<file path="config.mk">
export PLATFORM = sky130hd
export DESIGN_NAME = ahb_slave_arbiter
export DESIGN_NICKNAME = d
export VERILOG_FILES = /design/src/rtl/ahb_slave_arbiter_pkg.sv /design/src/rtl/ahb_slave_arbiter_picker.sv /design/src/rtl/ahb_slave_arbiter.sv
export SDC_FILE = /design/constraint.sdc
export NUM_CORES = 1
export LEC_CHECK = 0
export ABC_AREA = 1
export BUFFER_PORTS_ARGS = -buffer_cell sky130_fd_sc_hd__buf_4
export CORE_MARGIN = 4
export CORE_UTILIZATION = 53
export DETAILED_ROUTE_END_ITERATION = 8
export PLACE_DENSITY = 0.86
export RECOVER_POWER = 50
export SYNTH_ARGS = -nofsm -noshare
export SYNTH_HDL_FRONTEND = slang
export SYNTH_HIERARCHICAL = 1
export SYNTH_SLANG_ARGS = --single-unit
</file>
<file path="constraint.sdc">
create_clock -name hclk -period 3 [get_ports hclk]
set_clock_uncertainty 0.05 [all_clocks]
set_input_delay 0.6 -clock hclk [delete_from_list [all_inputs] [get_ports hclk]]
set_output_delay 0.6 -clock hclk [all_outputs]
set_load 0.02 [all_outputs]
</file>
<file path="src/rtl/ahb_slave_arbiter_pkg.sv">
// Shared AHB types and burst helpers for the per-slave arbiter.
package ahb_slave_arbiter_pkg;

  localparam int unsigned HTRANS_W = 2;
  localparam int unsigned HBURST_W = 3;
  localparam int unsigned BEAT_W   = 5;

  typedef enum logic [HTRANS_W-1:0] {
    TRANS_IDLE   = 2'b00,
    TRANS_BUSY   = 2'b01,
    TRANS_NONSEQ = 2'b10,
    TRANS_SEQ    = 2'b11
  } htrans_type;

  typedef enum logic [HBURST_W-1:0] {
    BURST_SINGLE = 3'd0,
    BURST_INCR   = 3'd1,
    BURST_WRAP4  = 3'd2,
    BURST_INCR4  = 3'd3,
    BURST_WRAP8  = 3'd4,
    BURST_INCR8  = 3'd5,
    BURST_WRAP16 = 3'd6,
    BURST_INCR16 = 3'd7
  } hburst_type;

  typedef enum logic {
    ST_IDLE  = 1'b0,
    ST_OWNED = 1'b1
  } arb_state_t;

  // Beats in a burst; 0 means undefined length (INCR).
  function automatic logic [BEAT_W-1:0] burst_beats(input hburst_type b);
    case (b)
      BURST_SINGLE:              burst_beats = BEAT_W'(1);
      BURST_WRAP4, BURST_INCR4:   burst_beats = BEAT_W'(4);
      BURST_WRAP8, BURST_INCR8:   burst_beats = BEAT_W'(8);
      BURST_WRAP16, BURST_INCR16: burst_beats = BEAT_W'(16);
      default:                   burst_beats = BEAT_W'(0);
    endcase
  endfunction

endpackage

</file>
<file path="src/rtl/ahb_slave_arbiter_picker.sv">
// Combinational round-robin picker: first requester after ptr, wrapping.
module ahb_rr_picker #(
  parameter int unsigned MASTER_NUM = 3,
  parameter int unsigned IDX_W      = 2
) (
  input  logic [MASTER_NUM-1:0] req,
  input  logic [IDX_W-1:0]      ptr,
  output logic                  found,
  output logic [IDX_W-1:0]      idx
);

  logic [IDX_W-1:0] w_cand;

  // Scan ptr+1 .. ptr+MASTER_NUM with an explicit wrap at MASTER_NUM-1.
  always_comb begin
    found  = 1'b0;
    idx    = '0;
    w_cand = ptr;
    for (int unsigned i = 0; i < MASTER_NUM; i++) begin
      w_cand = (w_cand == IDX_W'(MASTER_NUM - 1)) ? '0 : w_cand + IDX_W'(1);
      if (!found && req[w_cand]) begin
        found = 1'b1;
        idx   = w_cand;
      end
    end
  end

endmodule

</file>
<file path="src/rtl/ahb_slave_arbiter.sv">
// Per-slave round-robin arbiter holding the grant across bursts and locks.
module ahb_slave_arbiter
  import ahb_slave_arbiter_pkg::*;
#(
  parameter int unsigned MASTER_NUM = 3,
  parameter int unsigned IDX_W      = (MASTER_NUM > 1) ? $clog2(MASTER_NUM) : 1
) (
  input  logic                           hclk,
  input  logic                           hreset,
  input  logic [MASTER_NUM-1:0]          hreq,
  input  logic [MASTER_NUM*HTRANS_W-1:0] htrans,
  input  logic [MASTER_NUM*HBURST_W-1:0] hburst,
  input  logic [MASTER_NUM-1:0]          hmastlock,
  input  logic                           hready,
  output logic [MASTER_NUM-1:0]          hgrant,
  output logic                           hsel,
  output logic [IDX_W-1:0]               hmaster_addr,
  output logic [IDX_W-1:0]               hmaster_data,
  output logic                           hmaster_data_valid
);

  arb_state_t             r_state, w_state_nxt;
  logic [IDX_W-1:0]       r_owner, w_owner_nxt;
  logic [IDX_W-1:0]       r_rr_ptr, w_rr_nxt;
  logic [BEAT_W-1:0]      r_beat_cnt, w_beat_nxt;
  logic [MASTER_NUM-1:0]  r_hgrant, w_grant_nxt;
  logic [IDX_W-1:0]       r_data_idx;
  logic                   r_data_valid;

  htrans_type             w_trans [MASTER_NUM];
  hburst_type             w_burst [MASTER_NUM];
  htrans_type             w_own_trans;
  hburst_type             w_own_burst;
  logic [BEAT_W-1:0]      w_beats;
  logic                   w_active, w_accept, w_held, w_rearb;
  logic                   w_found;
  logic [IDX_W-1:0]       w_pick_idx;

  // Split the flat per-master buses into typed views.
  for (genvar g = 0; g < MASTER_NUM; g++) begin : g_unpack
    assign w_trans[g] = htrans_type'(htrans[g*HTRANS_W +: HTRANS_W]);
    assign w_burst[g] = hburst_type'(hburst[g*HBURST_W +: HBURST_W]);
  end

  assign w_own_trans = w_trans[r_owner];
  assign w_own_burst = w_burst[r_owner];
  assign w_beats     = burst_beats(w_own_burst);
  assign hsel        = (r_state == ST_OWNED) & hreq[r_owner];
  assign w_active    = (w_own_trans == TRANS_NONSEQ) | (w_own_trans == TRANS_SEQ);
  assign w_accept    = hready & hsel & w_active;

  ahb_rr_picker #(
    .MASTER_NUM (MASTER_NUM),
    .IDX_W      (IDX_W)
  ) u_picker (
    .req   (hreq),
    .ptr   (r_rr_ptr),
    .found (w_found),
    .idx   (w_pick_idx)
  );

  // Next owner, pointer, beat count and grant.
  always_comb begin
    w_state_nxt = r_state;
    w_owner_nxt = r_owner;
    w_rr_nxt    = r_rr_ptr;
    w_beat_nxt  = r_beat_cnt;
    w_grant_nxt = r_hgrant;
    w_held      = 1'b0;
    w_rearb     = 1'b0;

    if (hready) begin
      if (!hsel) begin
        w_beat_nxt = '0;
      end else if (w_accept && (w_own_trans == TRANS_NONSEQ)) begin
        w_beat_nxt = (w_beats > BEAT_W'(1)) ? BEAT_W'(w_beats - BEAT_W'(1)) : '0;
      end else if (w_accept && (w_own_trans == TRANS_SEQ) && (r_beat_cnt != '0)) begin
        w_beat_nxt = BEAT_W'(r_beat_cnt - BEAT_W'(1));
      end
    end

    // A dropped request (hsel low) always releases, whatever the burst state.
    w_held  = hsel & (hmastlock[r_owner] | (w_own_trans == TRANS_BUSY) |
                      (w_beat_nxt != '0) | ((w_own_burst == BURST_INCR) & w_active));
    w_rearb = hready & ~w_held;

    if (w_rearb) begin
      if (w_found) begin
        w_state_nxt = ST_OWNED;
        w_owner_nxt = w_pick_idx;
        w_rr_nxt    = w_pick_idx;
        w_grant_nxt = MASTER_NUM'(1) << w_pick_idx;
      end else begin
        w_state_nxt = ST_IDLE;
        w_owner_nxt = '0;
        w_grant_nxt = '0;
      end
    end
  end

  // State registers and the data-phase pipeline stage.
  always_ff @(posedge hclk) begin
    if (hreset) begin
      r_state      <= ST_IDLE;
      r_owner      <= '0;
      r_rr_ptr     <= IDX_W'(MASTER_NUM - 1);
      r_beat_cnt   <= '0;
      r_hgrant     <= '0;
      r_data_idx   <= '0;
      r_data_valid <= 1'b0;
    end else begin
      r_state    <= w_state_nxt;
      r_owner    <= w_owner_nxt;
      r_rr_ptr   <= w_rr_nxt;
      r_beat_cnt <= w_beat_nxt;
      r_hgrant   <= w_grant_nxt;
      if (hready) begin
        r_data_idx   <= r_owner;
        r_data_valid <= w_accept;
      end
    end
  end

  assign hgrant             = r_hgrant;
  assign hmaster_addr       = r_owner;
  assign hmaster_data       = r_data_idx;
  assign hmaster_data_valid = r_data_valid;

endmodule

</file>
======== After elaboration in Yosys (flattened, before gate mapping) ========
Cells that the tools add are included.
W data, S select, Z words.
word-level totals
  bits in registers ....................... 16
  input port bits ......................... 24
  output and inout port bits .............. 9
  word-level logic and storage cells ...... 92
operators by class
  add/sub/neg operators ................... 5
  $lt $le $gt $ge ......................... 6
  equality and inequality tests ........... 13
  shift operators ......................... 1
  multiplexer cells ....................... 34
  bitwise operators ....................... 12
  reduce and logical (&&, ||, !) cells .... 14
operators by type and width
  kind                   number
  $mux W5                5
  $pmux W5 S4            1
  $mux W2                9
  $eq A3 B3 Y1 const B   4
  $lt A2 B3 Y1 const B   4
  $bmux W1 S2            5
  $eq A2 B2 Y1 const B   5
  $reduce_bool A5 Y1     2
  $sub A5 B1 Y5 const B  2
  $mux W1                9
  $mux W3                3
  $add A2 B1 Y2 const B  3
  $and A1 B1 Y1          6
  $bmux W3 S2            1
  $eq A3 B2 Y1 const B   2
  $reduce_or A2 Y1       3
  $gt A5 B1 Y1 const B   1
  $logic_and A1 B1 Y1    5
  $bmux W2 S2            1
  $or A1 B1 Y1           4
  $eq A3 B1 Y1 const B   1
  $ge A3 B3 Y1 const B   1
  $logic_not A3 Y1       1
  $not A2 Y3             1
  5 further kinds        6

======== Longest topological paths before layout ========
Gate-level depths: netlist of run 1.
  depth in word-level cells ............... 20
  depth in mapped cells ................... 22
  depth with buffers taken out ............ 21

======== By module ========
Netlist of run 1, hierarchy kept.
modules (own cells, without submodules)
  module             instances  cells each  area each (µm²)  seq. area each (µm²)
  ahb_slave_arbiter  1          184         1174.9           320.3
  ahb_rr_picker      1          34          160.2            0.0

======== Least setup slack after synthesis of run 1 ========
OpenSTA, ideal clock, no wires.
  path type ............................... register to register
  from .................................... register r_owner[0], in the netlist hmaster_addr[0]
  to ...................................... register r_owner[1], in the netlist hmaster_addr[1]
  library setup time ...................... 0.132 ns
  arrival time ............................ 2.243 ns
  required time ........................... 2.818 ns
  path slack .............................. 0.575 ns
  cell stages (with the launch flop) ...... 20
  path buffers ............................ 1
  period minus slack after synthesis ...... 2.425 ns
  path through ............................ dfxtp_1 > buf_6 > inv_6 > or2_2 > a32o_1 > inv_1 > nand2_1 > ha_1 > nand2_1 > nand2_1 > nor2_1 > nor2_1 > nand2_1 > nand2_1 > nor2_1 > nand3_2 > nand2_4 > nand2_2 > nand2_1 > a21oi_1
between the ends
  cells in the longest elaborated chain, start to end .. 19
  elaborated cells between the ends (all ways) .. 48
  those cells by class .................... add/sub (1); order compare (1); eq/ne (10); mux (16); bitwise (12); reduce/logical (8)
ends and longest elaborated chain
  item                                                    line                      source
  start, declared                                         ahb_slave_arbiter.sv:23   logic [IDX_W-1:0] r_owner, w_owner_nxt;
  start signal, assigned                                  ahb_slave_arbiter.sv:113  r_owner <= w_owner_nxt;
  branches (longest 16 deep; another with $sub A5 B1 Y5)  -
  $and A1 B1 Y1 (*)                                       ahb_slave_arbiter.sv:83   w_held = hsel & (hmastlock[r_owner] | (w_own_trans == TRANS_BUSY) |
  $not A1 Y1 (*)                                          ahb_slave_arbiter.sv:85   w_rearb = hready & ~w_held;
  $and A1 B1 Y1 (*)                                       ahb_slave_arbiter.sv:85
Every way passes the cells marked *. The select of a mux whose other input is x is not followed.
A chain may end at the register's enable or synchronous reset.

======== Worst setup path in the final report of run 1 ========
  from .................................... register r_owner[0], in the netlist hmaster_addr[0]
  to ...................................... register r_owner[0], in the netlist hmaster_addr[0]
Same word-level chain as after synthesis.

==> reports/metrics.cfg, run 1 <==
[clock_network]
cts_tree=done
holdBufCountCts=0
clock_sinks=16
clockBufferDepth=2
cts-root-buf=clkbuf_4
post_cts_buffers=0
clock_latency_ps=290
cts_buffers=3
clkTransAtPathRegs_ps=90
cts_resized=0
h-tree-depth=1

[synthesis]
yosysMostFrequentCell=nand2_1
yosys_warnings=6
syn-cell-area_um2=1340
syn-num-nets=244
syn_inst=218
async_flop_share_pct=0
synth_top_area_cell=dfxtp_1
synth-main-ff-cell=dfxtp_1
syn_avg_cell_area_um2=6.12
synthDistinctLibCells=31
synth_common_cells=71 x nand2_1, 31 x inv_1, 18 x nand3_1, 18 x nor2_1, 16 x dfxtp_1
synth-seq-cells=16
yosys.area.top_type_share_pct=24.0
synthTopCellsByArea=dfxtp_1 24%, nand2_1 20%, inv_1 8.7%
yosysSeqAreaShare_pct=24.0
synth_edf_count=0

[run_status]
status=finished, final reports clean

[critical_path]
worstSetupPathType=reg2reg
end_kind=flip-flop
crit_path_max_fanout=9
critPathLaunch=hmaster_addr[0]$_SDFFE_PP0P_
r2r_end=hmaster_addr[0]$_SDFFE_PP0P_
cp-endpoint=hmaster_addr[0]$_SDFFE_PP0P_
timing.rr.start=hmaster_addr[0]$_SDFFE_PP0P_
regToRegSetupSlack_ps=370
path_buf_inv=2
path_depth=18
reg2regPathDepth=18
crit_family=simple AND/OR/NAND/NOR gates
arrival_ps=2760
crit_chain=inv_6, or2_2, a32o_1, inv_1, nand2_1, ha_1, nand2_1, nand2_1, nor2_1, nor2_1, nand2_1, nand2_1, nor2_1, nand3_2, nand2_4, nand2_2, nand2_1, a21oi_1
cp_common_cell=nand2_1
crit_path_max_incr_delay_ps=550
startpoint_type=flip-flop
slowest_stage=dfxtp_1
crit_required_ps=3130

[timing]
period_share_pct=87.7
setup_tns_ps=0
relSlewSlack_pct=75.1
min_period_ps=2630
final-hold-violation-count=0
max_freq_mhz=380
tightest_slew_ps=373
setup_viol=0
slew_viol_final=0
rsz0062_at_grt=no

[finish]
nNetsFinal=279
multiInputGateArea_um2=841
area_growth_pct=18.9
fillers=226
layout-drive-gt1-share_pct=22.2
regArea_um2=320
fin_util_pct=69.1
antenna_cells=0
stdcell_area_um2=1590
final_cells=280

[floorplanning]
initial_utilization_pct=58.1
die_w_um=58.2
die_y_um=58.2
fp.dieArea_um2=3390
rows=17
io-pin-count=33
core_um2=2300

[detailed_routing]
wl_um=2970
viasPerCell=5.03
post_drt_wl_per_cell_um=10.6
ant_nets=0
drtPass1Iterations=4
via_count=1409
drc_errors=0
drt_iter0_drc=43

[power]
peakVddDrop_mv=0.335
p_leak_nw=0.848
powerDensity_nw_per_um2=373
finalPower_mw=0.593

[global_route]
antenna_found_initial=0
grt_pass1_vias=1336
grt_use_total_pct=19.0
grt_pass1_wl_um=5260
grt_max_degree=16
overflow=0

[worst_hold_path]
hold_class=reg2reg

[placement]
placed_area_um2=1600
placedCellCount=276
port_buffers=32
gp_congestion=0.784
dpl.hpwl_um=2410

[job]
cap_violations=0

## worst min path at each step
stage	end	slack [ps]	cells after the start	startpoint
floorplan	r_beat_cnt[4]$_SDFF_PP0_	390	2	r_beat_cnt[4]$_SDFF_PP0_
global placement	r_beat_cnt[4]$_SDFF_PP0_	410	2	r_beat_cnt[4]$_SDFF_PP0_
detailed placement	hgrant[1]$_SDFFE_PP0P_	410	2	hgrant[1]$_SDFFE_PP0P_
CTS	r_beat_cnt[4]$_SDFF_PP0_	430	2	r_beat_cnt[4]$_SDFF_PP0_
global route	r_beat_cnt[4]$_SDFF_PP0_	450	2	r_beat_cnt[4]$_SDFF_PP0_
finish	hmaster_data_valid$_SDFFE_PP0P_	420	2	hmaster_data_valid$_SDFFE_PP0P_
## cells by family (layout without fill, tap and decap cells)
| group | count (synthesis) | in the layout | synth area share, % |
|---|---|---|---|
| simple gates | 135 | 135 | 49.6 |
| buf+inv | 38 | 72 | 12.1 |
| compound gates | 25 | 25 | 11.2 |
| flops | 16 | 16 | 24.0 |
| fa+ha+maj | 2 | 2 | 1.87 |
| xor+xnor | 2 | 2 | 1.31 |
## metal layers
layer / wire (um) / vias up / part of all wire, % / GRT usage [%]
li1: - / 751 / - / -
met1: 1340 / 626 / 45 / 23.9
met2: 1480 / 30 / 50 / 34.8
met3: 125 / 2 / 4.2 / 1.78
met4: 24 / 0 / 0.81 / 3.97
met5: 0 / - / 0 / 0
## report_power, final
part	switching, mW	internal [mW]
clock	0.0667	0.0739
sequential	0.0166	0.225
combinational	0.127	0.0836
total	0.211	0.382
## metrics by stage
step,hold WS [ps],worst slack [ps]
after global placement,408,392
after floorplan,389,575
final,422,368
after CTS,430,358
after detailed placement,413,303
after global routing,447,98.5
## cell usage in the layout (no fill, tap or decap)
master / instances
nand3_2: 4
a21oi_1: 15
nor2_1: 18
clkbuf_4: 3
a31oi_2: 1
inv_1: 31
nor2_4: 1
o21ai_0: 2
inv_2: 2
ha_1: 2
a21oi_2: 1
a32o_1: 1
nand2_1: 71
xor2_1: 2
or2_0: 1
nor2_2: 3
a211oi_1: 1
nand3_4: 1
nand3_1: 19
o21ai_1: 2
clkbuf_8: 1
inv_6: 1
clkinv_4: 1
buf_4: 24
or2_2: 2
nor3_1: 2
nand2_2: 7
o211ai_1: 2
dfxtp_1: 16
clkbuf_1: 9
nand2_4: 4
nand3b_1: 2
## sequential cells by signal, summed over array words and instances, names as in the netlist
name / count
hmaster_data: 2
hmaster_data_valid: 1
r_rr_ptr: 2
hmaster_addr: 2
hgrant: 3
r_beat_cnt: 5
r_state: 1
## final cells by class
class                      instances  area share [%]
inverter                          35            8.90
sequential                        16            20.2
clock buffer                       4            2.29
tap                               28            2.21
multi-input combinational        164            53.0
timing repair buffer              33            13.5
## worst reg2reg max path, stage by stage (launching register included)
cell,delay (ps)
dfxtp_1,550
inv_6,100
or2_2,290
a32o_1,230
inv_1,60
nand2_1,50
ha_1,210
nand2_1,70
nand2_1,50
nor2_1,100
nor2_1,50
nand2_1,90
nand2_1,50
nor2_1,130
nand3_2,100
nand2_4,110
nand2_2,100
nand2_1,80
a21oi_1,60
Note: power is estimated with default switching activity, not from simulation.
==> inputs of run 2 (changes only) <==
Settings changed: ABC_AREA 1 to not set, CORE_UTILIZATION 53 to 51.
==> run 2 against run 1 <==
Effect of this change: synthesized cell count fell by 40%; first-iteration DRC count rose by 56%; sequential cell count did not move; critical path depth fell by 5; synthesized area fell by 14%; register-to-register slack got worse by 280 ps; count of clock-buffer cells in the layout did not move; critical path type unchanged; critical endpoint unchanged.
==> reports/metrics.cfg, run 2 <==
[run_status]
status=finished, final reports clean

[clock_network]
holdBufCountCts=0
cts_buffers=3
h-tree-depth=1
clock_latency_ps=300
clock_sinks=16
cts_tree=done
clockBufferDepth=2
clkTransAtPathRegs_ps=100
cts-root-buf=clkbuf_4

[finish]
largest_register=r_beat_cnt
layout_commonest_cell=buf_4
layout-drive-gt1-share_pct=33.1
area_growth_pct=34.5
final_cells=202
largest_reg_flops=5
antenna_cells=0
nNetsFinal=202
final_cell_mix=38 x buf_4, 15 x dfxtp_1, 11 x nor2_1, 9 x nand2_1

[detailed_routing]
wl_met2_um=1480
ant_nets=0
top_layer=met4
via_count=1243
drc_errors=0
post_drt_wl_per_cell_um=15.5
wl_met3_um=242
wl_um=3140
met1Wirelength_um=1350
drtPass1Iterations=5
drt_iter0_drc=67
viasPerCell=6.15

[synthesis]
yosysSeqAreaShare_pct=27.8
synth_common_cells=16 x dfxtp_1, 12 x nor2_1, 9 x nand2_1
synth_edf_count=0
synthDistinctLibCells=47
synthTopCellsByArea=dfxtp_1 28%, mux2i_1 7.0%, nor2_1 3.9%
synth-main-ff-cell=dfxtp_1
yosys_warnings=6
yosys.area.top_type_share_pct=27.8
syn-num-nets=156
yosysMostFrequentCell=dfxtp_1
syn_avg_cell_area_um2=8.85
syn_inst=130
synth_top_area_cell=dfxtp_1
async_flop_share_pct=0
syn-cell-area_um2=1150
synth-seq-cells=16

[critical_path]
crit_chain=buf_12, mux2i_1, a2bb2oi_1, nand2_1, ha_1, inv_1, o211ai_1, a22oi_1, a211o_1, o31ai_2, a21oi_1, buf_4, a22o_1
crit_path_max_fanout=10
slowest_stage=dfxtp_2
startpoint_type=flip-flop
path_buf_inv=3
worstSetupPathType=reg2reg
end_kind=flip-flop
crit_required_ps=3140
arrival_ps=3050
crit_path_max_incr_delay_ps=360
crit_family=compound AO/OA/AOI/OAI gates

[timing]
period_share_pct=97.0
setup_viol=0
relSlewSlack_pct=64.6
rsz0062_at_grt=no
final-hold-violation-count=0
max_freq_mhz=344
tightest_slew_ps=524
min_period_ps=2910
slew_viol_final=0

[floorplanning]
rows=16
die_y_um=55.5
fp.dieArea_um2=3080
io-pin-count=33
die_w_um=55.5
initial_utilization_pct=56.4
core_um2=2040

[worst_hold_path]
hold_class=reg2reg

[power]
finalPower_mw=0.549
peakVddDrop_mv=0.341
p_leak_nw=0.646
powerDensity_nw_per_um2=355

[global_route]
grt_pass1_wl_um=5040
grt_use_total_pct=19.9
grt_max_degree=15
overflow=0
antenna_found_initial=0
grt_pass1_vias=1135

[placement]
dpl.hpwl_um=2330
gp_congestion=0.984
placedCellCount=193
port_buffers=32

[job]
cap_violations=0

## run 2: cell count changes after synthesis, moves of 4 or more
| cell | previous run | this run |
|---|---|---|
| nor2_1 | 18 | 12 |
| a21oi_1 | 15 | 4 |
| nand3_2 | 4 | 0 |
| inv_1 | 31 | 5 |
| nor2b_1 | 0 | 7 |
| nand2_2 | 7 | 0 |
| nand3_1 | 18 | 1 |
| mux2i_1 | 0 | 8 |
| nand2_4 | 4 | 0 |
| nand2_1 | 71 | 9 |
| o2bb2ai_1 | 0 | 4 |
## run 2: cell type report
cell class              instances  area [um2]
clock buffers                   4        36.3
fillers                       150         494
inverters                       5        18.8
multi-input cells             104         806
flip-flops and latches         16         322
well taps                      27        33.8
repair buffers                 46         332
## run 2: per-layer routing
| layer | up-vias | track usage (%) |
|---|---|---|
| met5 | - | 0 |
| met4 | 0 | 8.33 |
| met3 | 9 | 5.13 |
| met2 | 64 | 32.9 |
| met1 | 572 | 24.1 |
| li1 | 598 | - |
## run 2: logic make-up (layout without fill, tap and decap cells)
family                     count (synthesis)  count (layout)  share of synthesized area (%)
buffers and inverters                     10              55                           4.57
DFF                                       16              16                           27.8
muxes                                      9               9                           8.26
and+or+nand+nor                           45              45                           22.3
adders and majority gates                  2               2                           2.17
AOI/OAI and AO/OA                         48              48                           34.9
## run 2: per-stage QoR
stage / cell area, um2 / setup WS (ps) / setup TNS, ps / hold WS [ps] / util [%]
finish: 1550 / 91.2 / 0 / 411 / 75.8
global route: 1550 / 4.75 / 0 / 455 / 75.8
CTS: 1510 / 22.7 / 0 / 417 / 73.8
detailed placement: 1470 / -72.8 / -394 / 402 / 72.1
global placement: 1470 / 15.4 / 0 / 391 / 72.1
floorplan: 1150 / 92.7 / 0 / 378 / -
## run 2: worst register-to-register path, stage by stage (launching register included)
cell,delay (ps)
dfxtp_2,360
buf_12,150
mux2i_1,230
a2bb2oi_1,260
nand2_1,100
ha_1,280
inv_1,30
o211ai_1,110
a22oi_1,100
a211o_1,340
o31ai_2,310
a21oi_1,110
buf_4,160
a22o_1,220
## run 2: what timing repair did
item | 4_1_cts | 5_1_grt
gates resized for setup | 0 | 6
endpoints found under the hold margin | 0 | 0
setup buffers | 0 | 5
setup endpoints to repair | 0 | 7
## run 2: path summary, 6_finish.rpt
kind	startpoint	end	slack (ps)	cells after the start
hold reg to reg	r_beat_cnt[4]$_SDFF_PP0_	r_beat_cnt[4]$_SDFF_PP0_	410	2
setup / recovery	hmaster_addr[0]$_SDFFE_PP0P_	hmaster_addr[0]$_SDFFE_PP0P_	90	13
setup reg to reg	hmaster_addr[0]$_SDFFE_PP0P_	hmaster_addr[0]$_SDFFE_PP0P_	90	13
hold / removal	r_beat_cnt[4]$_SDFF_PP0_	r_beat_cnt[4]$_SDFF_PP0_	410	2
## run 2: where the power goes
group	internal, mW	total (mW)	leakage [nW]	switching (mW)
clock network	0.0741	0.147	0.0210	0.0729
logic	0.0861	0.175	0.495	0.0884
registers	0.221	0.227	0.131	0.00616
==> inputs of run 3 (changes only) <==
Settings changed: CORE_MARGIN 4 to 3, GPL_TIMING_DRIVEN set to 0.
==> run 3 against run 2 <==
Effect of this change: worst setup slack worse by 55 ps; highest routed layer unchanged; non-clock buffer count shrank 3; critical path type unchanged; count of clock-buffer cells in the layout fell by 1; core utilization grew 2.2 points; sequential cell count stayed put; via count decreased by 0.97%; final cell count shrank 2.0%.
==> reports/metrics.cfg, run 3 (same netlist as run 2, synthesis figures left out) <==
[detailed_routing]
drt_iter0_drc=36
wl_um=3350
drtPass1Iterations=4
viasPerCell=6.22
post_drt_wl_per_cell_um=16.9
ant_nets=0
drc_errors=0
via_count=1231

[finish]
largest_reg_flops=5
largest_register=r_beat_cnt
regArea_um2=323
antenna_cells=0
area_growth_pct=38.4
fillers=151
final_cell_mix=36 x buf_4, 14 x dfxtp_1, 11 x nor2_1, 9 x nand2_1, 7 x nor2b_1
multiInputGateArea_um2=876
stdcell_area_um2=1590
nNetsFinal=199
layout-drive-gt1-share_pct=36.3
layout_commonest_cell=buf_4

[global_route]
antenna_found_initial=0
overflow=0
grt_pass1_wl_um=4860
grt_max_degree=11
grt_pass1_vias=1154
grt_use_total_pct=22.9

[power]
p_sw_mw=0.168
p_seq_share_pct=43.4
clkPwrFrac_pct=21.4
powerDensity_nw_per_um2=330
comb_power_share_pct=35.2
swShare_pct=32.0
p_int_mw=0.357
finalPower_mw=0.526
p_leak_nw=0.650
peakVddDrop_mv=0.265

[clock_network]
cts-root-buf=clkbuf_4
cts_tree=done
clock_latency_ps=290
clock_sinks=16
h-tree-depth=1
cts_buffers=3
clkTransAtPathRegs_ps=90
clockBufferDepth=2

[floorplanning]
fp.dieArea_um2=2860
die_w_um=53.5
io-pin-count=33
core_um2=2040
die_y_um=53.5
rows=16
initial_utilization_pct=56.4

[timing]
relSlewSlack_pct=64.9
slew_viol_final=0
max_freq_mhz=337
rsz0062_at_grt=yes
period_share_pct=98.8
tightest_slew_ps=527
final-hold-violation-count=0
setup_viol=0
setup_ws_ps=36.1
min_period_ps=2960

[placement]
port_buffers=32
dpl.hpwl_um=2320
placed_area_um2=1430
gp_congestion=0.893
dp_slack_ps=-314

[critical_path]
r2r_end=r_rr_ptr[1]$_SDFFE_PP1P_
timing.rr.start=hmaster_addr[0]$_SDFFE_PP0P_
crit_chain=buf_8, mux2i_4, o2bb2ai_4, nor2_2, nand2_1, ha_1, inv_1, o211ai_1, a22oi_1, a211o_1, o31a_1, nor3_4, a22oi_1
worstSetupPathType=reg2reg
crit_path_max_fanout=7
startpoint_type=flip-flop
regToRegSetupSlack_ps=40
slowest_stage=dfxtp_2
end_kind=flip-flop
reg2regPathDepth=13
cp_common_cell=a22oi_1
arrival_ps=3080
crit_required_ps=3120
crit_path_max_incr_delay_ps=360

[worst_hold_path]
min_to=r_beat_cnt[4]$_SDFF_PP0_
worstHoldPathCells=2
holdCritStartpoint=r_beat_cnt[4]$_SDFF_PP0_
hold_class=reg2reg

[run_status]
status=finished, final reports clean

[job]
cap_violations=0

run 3: final cells by class:
cell class	count	area share, %
multi-input cells	104	55.0
flip-flops and latches	16	20.3
repair buffers	38	17.4
plain buffers	5	2.59
well taps	27	2.12
clock buffers	3	1.41
inverters	5	1.18
run 3: how the worst max path moves through the flow:
stage	start	endpoint	slack [ps]	cells past startpoint
detailed placement	hmaster_addr[1]$_SDFFE_PP0P_	hmaster_addr[0]$_SDFFE_PP0P_	-310	12
floorplan	hmaster_addr[1]$_SDFFE_PP0P_	r_rr_ptr[1]$_SDFFE_PP1P_	90	12
finish	hmaster_addr[0]$_SDFFE_PP0P_	r_rr_ptr[1]$_SDFFE_PP1P_	40	13
global route	hmaster_addr[0]$_SDFFE_PP0P_	hgrant[1]$_SDFFE_PP0P_	-140	13
CTS	hmaster_addr[0]$_SDFFE_PP0P_	r_rr_ptr[1]$_SDFFE_PP1P_	10	13
global placement	hmaster_addr[1]$_SDFFE_PP0P_	hmaster_addr[0]$_SDFFE_PP0P_	-180	12
run 3: power groups by stage:
stage | logic [mW] | registers [mW] | clock network [mW]
3_5_place_dp | 0.153 | 0.232 | 0
2_1_floorplan | 0.0917 | 0.237 | 0
5_1_grt | 0.199 | 0.229 | 0.118
4_1_cts | 0.162 | 0.227 | 0.111
3_3_place_gp | 0.148 | 0.232 | 0
6_report | 0.185 | 0.228 | 0.112
run 3: timing repair:
action	CTS	global route
setup buffers	2	4
pin swaps	2	11
hold buffers	0	0
resized for setup	6	13
setup endpoints to repair	8	7
gates cloned	0	0
run 3: through the flow:
step	std cells	utilization, %	setup TNS [ps]	hold WS, ps
floorplan	130	-	0	378
global placement	189	69.8	-1100	399
detailed placement	189	69.8	-2100	400
CTS	194	73.1	0	413
global route	198	78.0	-775	464
finish	198	78.0	0	419
run 3: critical path: cells and delay by family (launching register included):
| kind | cells | cell delay, ps |
|---|---|---|
| adders and majority gates | 1 | 280 |
| muxes | 1 | 260 |
| DFF | 1 | 360 |
| and+or+nand+nor | 3 | 530 |
| buffers and inverters | 2 | 190 |
| AOI/OAI and AO/OA | 6 | 1190 |
run 3: per-layer routing:
metal	wire length [um]	track usage [%]	share of wire, %
met5	0	0	0
met4	38	10.2	1.1
met3	240	3.38	7.2
met2	1740	40.8	52
met1	1340	26.7	40
